[config.mk]
export PLATFORM = sky130hd
export DESIGN_NAME = div_real_seq
export DESIGN_NICKNAME = d
export VERILOG_FILES = /design/src/rtl/div_real_seq.sv
export SDC_FILE = /design/constraint.sdc
export NUM_CORES = 1
export LEC_CHECK = 0
export CAP_MARGIN = 20
export CORE_UTILIZATION = 55
export DETAILED_ROUTE_END_ITERATION = 10
export PLACE_DENSITY = 0.77
export SYNTH_ARGS = -nofsm -noshare
export SYNTH_HDL_FRONTEND = slang
export SYNTH_SLANG_ARGS = --single-unit
[constraint.sdc]
create_clock -name clk -period 7.3 [get_ports clk]
set_clock_uncertainty 0.15 [all_clocks]
set_input_delay 1.46 -clock clk [delete_from_list [all_inputs] [get_ports clk]]
set_output_delay 1.46 -clock clk [all_outputs]
set_load 0.05 [all_outputs]
[src/rtl/div_real_seq.sv]
// Purpose : iterative restoring divider, q = a / b on signed fixed-point operands (value = mantissa * 2^exponent).
// Latency : operands accepted at edge k produce out_valid at edge k+DW+2; one operation in flight at a time.
// Backpres: in_ready is low from acceptance until the result handshakes; the result is held while out_ready is low.
//
// Ports:
//   clk, rst_n           clock, asynchronous active-low reset
//   in_valid / in_ready  operand handshake (a_i: WA-bit signed, b_i: WB-bit signed)
//   out_valid / out_ready result handshake (q_o: WQ-bit signed)
//   div0_o               divisor was zero (q_o saturated by the sign of a, or 0 for 0/0)
//   ovf_o                quotient magnitude exceeded the q_o range and was saturated
module div_real_seq #(
    parameter int WA = 16,
    parameter int EA = -8,
    parameter int WB = 17,
    parameter int EB = -9,
    parameter int WQ = 20,
    parameter int EQ = -10
) (
    input  logic          clk,
    input  logic          rst_n,
    input  logic          in_valid,
    output logic          in_ready,
    input  logic [WA-1:0] a_i,
    input  logic [WB-1:0] b_i,
    output logic          out_valid,
    input  logic          out_ready,
    output logic [WQ-1:0] q_o,
    output logic          div0_o,
    output logic          ovf_o
);

    // Aligning a/b onto the q grid needs the dividend scaled up by SHIFT;
    // a negative SHIFT would need a right shift of the quotient instead,
    // which this unit does not implement.
    localparam int SHIFT = EA - EB - EQ;
    // Dividend magnitude width, which is also the number of iterations.
    localparam int DW    = WA + SHIFT;
    localparam int CW    = $clog2(DW + 1);
    // Comparison width wide enough for both the raw quotient and q range.
    localparam int MW    = (DW > WQ) ? DW : WQ;

    generate
        if (SHIFT < 0) begin : g_bad_shift
            $error("div_real_seq: EA - EB - EQ must be non-negative");
        end
    endgenerate

    localparam logic [1:0] S_IDLE = 2'd0;
    localparam logic [1:0] S_CALC = 2'd1;
    localparam logic [1:0] S_FIN  = 2'd2;
    localparam logic [1:0] S_DONE = 2'd3;

    localparam logic [WQ-1:0] Q_MAX = {1'b0, {(WQ-1){1'b1}}};
    localparam logic [WQ-1:0] Q_MIN = {1'b1, {(WQ-2){1'b0}}, 1'b1};  // -Q_MAX

    logic [1:0]    state;
    logic [CW-1:0] count;
    // dq starts as the scaled dividend; each step shifts one dividend bit
    // out of the top and one quotient bit in at the bottom, so after DW
    // steps it holds the quotient magnitude.
    logic [DW-1:0] dq;
    logic [WB-1:0] rem;
    logic [WB-1:0] b_mag;
    logic          q_neg;
    logic          a_neg;
    logic          a_zero;
    logic          b_zero;

    // ------------------------------------------------------------------
    // Operand conditioning at capture time
    // ------------------------------------------------------------------
    logic [WA-1:0] a_mag_c;
    logic [WB-1:0] b_mag_c;

    // The two's-complement negate of the most negative value wraps to the
    // correct unsigned magnitude, so no extra bit is needed.
    always_comb begin
        a_mag_c = a_i[WA-1] ? (~a_i + {{(WA-1){1'b0}}, 1'b1}) : a_i;
        b_mag_c = b_i[WB-1] ? (~b_i + {{(WB-1){1'b0}}, 1'b1}) : b_i;
    end

    // ------------------------------------------------------------------
    // One restoring shift-subtract step
    // ------------------------------------------------------------------
    logic [WB:0]   rem_sh;
    logic [WB+1:0] trial;
    logic          q_bit;
    logic [WB-1:0] rem_nxt;
    logic [DW-1:0] dq_nxt;

    // rem < |b| <= 2^(WB-1), so the shifted remainder fits in WB+1 bits
    // and the trial difference needs one more bit for its sign. With b = 0
    // the remainder is meaningless; the step still runs to keep latency
    // data-independent and the quotient is discarded in FIN.
    always_comb begin
        rem_sh  = {rem, dq[DW-1]};
        trial   = {1'b0, rem_sh} - {2'b00, b_mag};
        q_bit   = ~trial[WB+1];
        rem_nxt = q_bit ? trial[WB-1:0] : rem_sh[WB-1:0];
        dq_nxt  = {dq[DW-2:0], q_bit};
    end

    // ------------------------------------------------------------------
    // Final sign, saturation and divide-by-zero handling
    // ------------------------------------------------------------------
    logic [MW-1:0] m_ext;
    logic [WQ-1:0] m_q;
    logic [WQ-1:0] res_q;
    logic          res_div0;
    logic          res_ovf;

    always_comb begin
        m_ext    = MW'(dq);
        m_q      = m_ext[WQ-1:0];
        res_q    = '0;
        res_div0 = 1'b0;
        res_ovf  = 1'b0;
        if (b_zero) begin
            // Saturate toward the sign of the dividend alone; 0/0 gives 0.
            res_div0 = 1'b1;
            if (!a_zero) begin
                res_q = a_neg ? Q_MIN : Q_MAX;
            end
        end else if (m_ext > MW'(Q_MAX)) begin
            res_ovf = 1'b1;
            res_q   = q_neg ? Q_MIN : Q_MAX;
        end else begin
            // Negating a zero magnitude yields +0, so no negative zero.
            res_q = q_neg ? (~m_q + {{(WQ-1){1'b0}}, 1'b1}) : m_q;
        end
    end

    // ------------------------------------------------------------------
    // Control and state registers
    // ------------------------------------------------------------------
    assign in_ready = (state == S_IDLE);

    always_ff @(posedge clk or negedge rst_n) begin
        if (!rst_n) begin
            state     <= S_IDLE;
            count     <= '0;
            dq        <= '0;
            rem       <= '0;
            b_mag     <= '0;
            q_neg     <= 1'b0;
            a_neg     <= 1'b0;
            a_zero    <= 1'b0;
            b_zero    <= 1'b0;
            out_valid <= 1'b0;
            q_o       <= '0;
            div0_o    <= 1'b0;
            ovf_o     <= 1'b0;
        end else begin
            case (state)
                S_IDLE: begin
                    if (in_valid) begin
                        dq     <= DW'(a_mag_c) << SHIFT;
                        rem    <= '0;
                        b_mag  <= b_mag_c;
                        q_neg  <= a_i[WA-1] ^ b_i[WB-1];
                        a_neg  <= a_i[WA-1];
                        a_zero <= (a_i == '0);
                        b_zero <= (b_i == '0);
                        count  <= CW'(DW);
                        state  <= S_CALC;
                    end
                end
                S_CALC: begin
                    // DW steps while the counter is non-zero, then one
                    // cycle to hand over to FIN.
                    if (count != '0) begin
                        rem   <= rem_nxt;
                        dq    <= dq_nxt;
                        count <= count - CW'(1);
                    end else begin
                        state <= S_FIN;
                    end
                end
                S_FIN: begin
                    q_o       <= res_q;
                    div0_o    <= res_div0;
                    ovf_o     <= res_ovf;
                    out_valid <= 1'b1;
                    state     <= S_DONE;
                end
                S_DONE: begin
                    // Result and flags stay as they are after the
                    // handshake; only out_valid drops.
                    if (out_ready) begin
                        out_valid <= 1'b0;
                        state     <= S_IDLE;
                    end
                end
                default: begin
                    state <= S_IDLE;
                end
            endcase
        end
    end

endmodule

==> impl_metrics.ini <==
[timing]
drv_slew = 0
finalCriticalPeriod_ns = 3.618
tns_ns = 0
finalHoldViolations = 0
max_freq_mhz = 276.4
holdWs_ns = 0.3394
fin_crit_sh = 0.4957
slew_headroom = 0.3626
worstMarginPinSlew_ns = 0.9438
setup_slack_ns = 3.682
setup_viol = 0
rsz0062_at_grt = false

[setup_path]
crit_required_ns = 5.69
crit_type = flip-flop to output port
end_kind = output port
arrival_ns = 2.01
worstPathCellList = inv_1 -> ha_1 -> clkdlybuf4s50_1
cp_max_fo = 6
cp_slowest_cell = clkdlybuf4s50_1
cp-start-kind = flip-flop
cpPeakStageDelay_ns = 0.84

[grt]
grt.total_usage = 0.2702
grt_pass1_vias = 5125
grt_pass1_wl_um = 24140
overflow = 0
grt_max_degree = 68
grt_antenna_before_repair = 0

[routing]
drt-total-wl_um = 14630
viasPerCell = 6.087
drcViolationCount = 0
dr.pass1.iters = 5
ant_nets = 0
num_vias = 5253
drt_iter0_drc = 259
wl_per_cell_um = 16.95

[placement]
io_buffers = 60
hpwl_um = 10850
gp_congestion = 0.8818
preCtsSetupSlack_ns = 3.511

[power_and_ir_drop]
powerDensity_nw_per_um2 = 493.5
ir_drop_v = 0.0002937
p_leak_nw = 2.955
fin_total_pwr_mw = 3.408

[layout]
final_common_cell = dfrtp_1
fin_nets = 787
syn_to_final_growth_pct = 13.86
drive_above_1_share = 0.05502
diodes = 0
most-common-layout-cells = 95 x dfrtp_1, 83 x nand2_1, 70 x o21ai_0

[clocking]
clockRootBuffer = clkbuf_8
cts_setup_buffers = 0
cts_made_buffers = 9
cts-resized-gates = 0
clock_latency_ns = 0.38
cts_tree = done
cts.sinks = 95
cts_htree_levels = 3
ctsHoldBuffers = 0
clk_pin_slew_ns = 0.09
clockBufferDepth = 2

[outcome]
outcome = completed

[synthesis]
yosys_most_used_dff = dfrtp_1
synth_cell_types = 66
syn_area_um2 = 6066
ys_warn_count = 0
synthArstFlopShare = 1.000
ys_seq_area_frac = 0.3919
syn_avg_cell_area_um2 = 8.817
synth_edf_count = 0
synth-seq-cells = 95
synth_nets = 753
syn_inst = 688

[die]
dieArea_um2 = 11450
die_x_um = 107.0
io_pins = 61
coreArea_um2 = 10510
rows = 37
die_y_um = 107.0
initial_utilization = 0.5772

[flow_run]
maxCapViolCount = 0

[hold_path]
hold_class = flip-flop to flip-flop
-- Yosys cell counts, drive strengths merged, types with 5 or more instances --
master,instances,area (um2)
inv,49,183.9
a21oi,26,133.9
o211ai,6,45.04
nor4,6,37.54
a21o,7,52.55
xnor2,12,105.1
or3,7,53.80
o41ai,7,61.31
nor3,18,100.1
o221ai,14,122.6
or4,6,56.30
nand2b,17,106.4
nand4,6,37.54
a22o,8,70.07
nand3,18,90.09
nand2,83,311.6
ha,27,337.8
o311ai,6,52.55
mux2i,5,50.05
clkbuf,30,112.6
xor2,32,280.3
buf,12,60.06
a211oi,5,37.54
nor2,28,105.1
a32oi,7,61.31
o21ai,72,364.1
dfrtp,95,2377
a22oi,10,75.07
nor3b,7,57.55
o31ai,14,123.9
nor2b,8,50.05
-- final cells by class --
class	instances	area, um2
timing repair buffer	65	635.6
clock buffer	15	196.4
fill	867	3602
clock inverter	1	8.758
multi-input combinational	502	3334
tap	136	170.2
inverter	49	183.9
sequential	95	2377
-- worst max-delay path: cells and delay by family, from the launching register on --
kind | cells | cell delay [ns]
buffers and inverters | 2 | 0.94
flip-flops | 1 | 0.43
adder cells (fa/ha/maj) | 1 | 0.26
-- report_power, final --
group | total [mW] | switching [mW] | internal (mW) | leakage [nW]
clock | 0.359 | 0.187 | 0.172 | 0.106
combinational | 2.07 | 1.28 | 0.793 | 1.65
sequential | 0.980 | 0.228 | 0.752 | 1.20
-- cell families after synthesis --
family                     after synthesis  share of synthesized area
DFF                                     95                     0.3919
buffers and inverters                   91                    0.05879
xor gates and xnor gates                44                    0.06353
AOI/OAI and AO/OA                      209                     0.2376
adders and majority gates               28                    0.05899
and+or+nand+nor                        215                     0.1790
muxes                                    6                    0.01011
-- final timing paths --
kind | startpoint | slack (ns) | endpoint | cells past startpoint
min reg2reg | b_mag[15] | 0.34 | b_mag[15] | 2
max in group asynchronous | rst_n | 5.01 | out_valid | 2
min in group asynchronous | rst_n | 0.84 | dq[20] | 1
max reg2reg | count[0] | 4.24 | rem[15] | 10
min | b_mag[15] | 0.34 | b_mag[15] | 2
max | state[0] | 3.68 | in_ready | 3
-- stage by stage --
step,utilization,std cells,area (um2)
floorplan,-,688,6066
global route,0.6572,863,6907
global placement,0.6377,847,6701
finish,0.6572,863,6907
CTS,0.6572,863,6907
detailed placement,0.6377,847,6701
-- flip-flops by register name (all words and copies together) (netlist names), 2 cells and up --
name and flops:
b_mag 17, count 5, dq 27, q_o 20
rem 17, state 2
-- per-layer routing --
layer	track usage	wire, um
met2	0.4793	7514
met4	0.1448	511
met3	0.03769	533
met1	0.3150	6067
met5	0	0
Note: power is estimated with default switching activity, not from simulation.
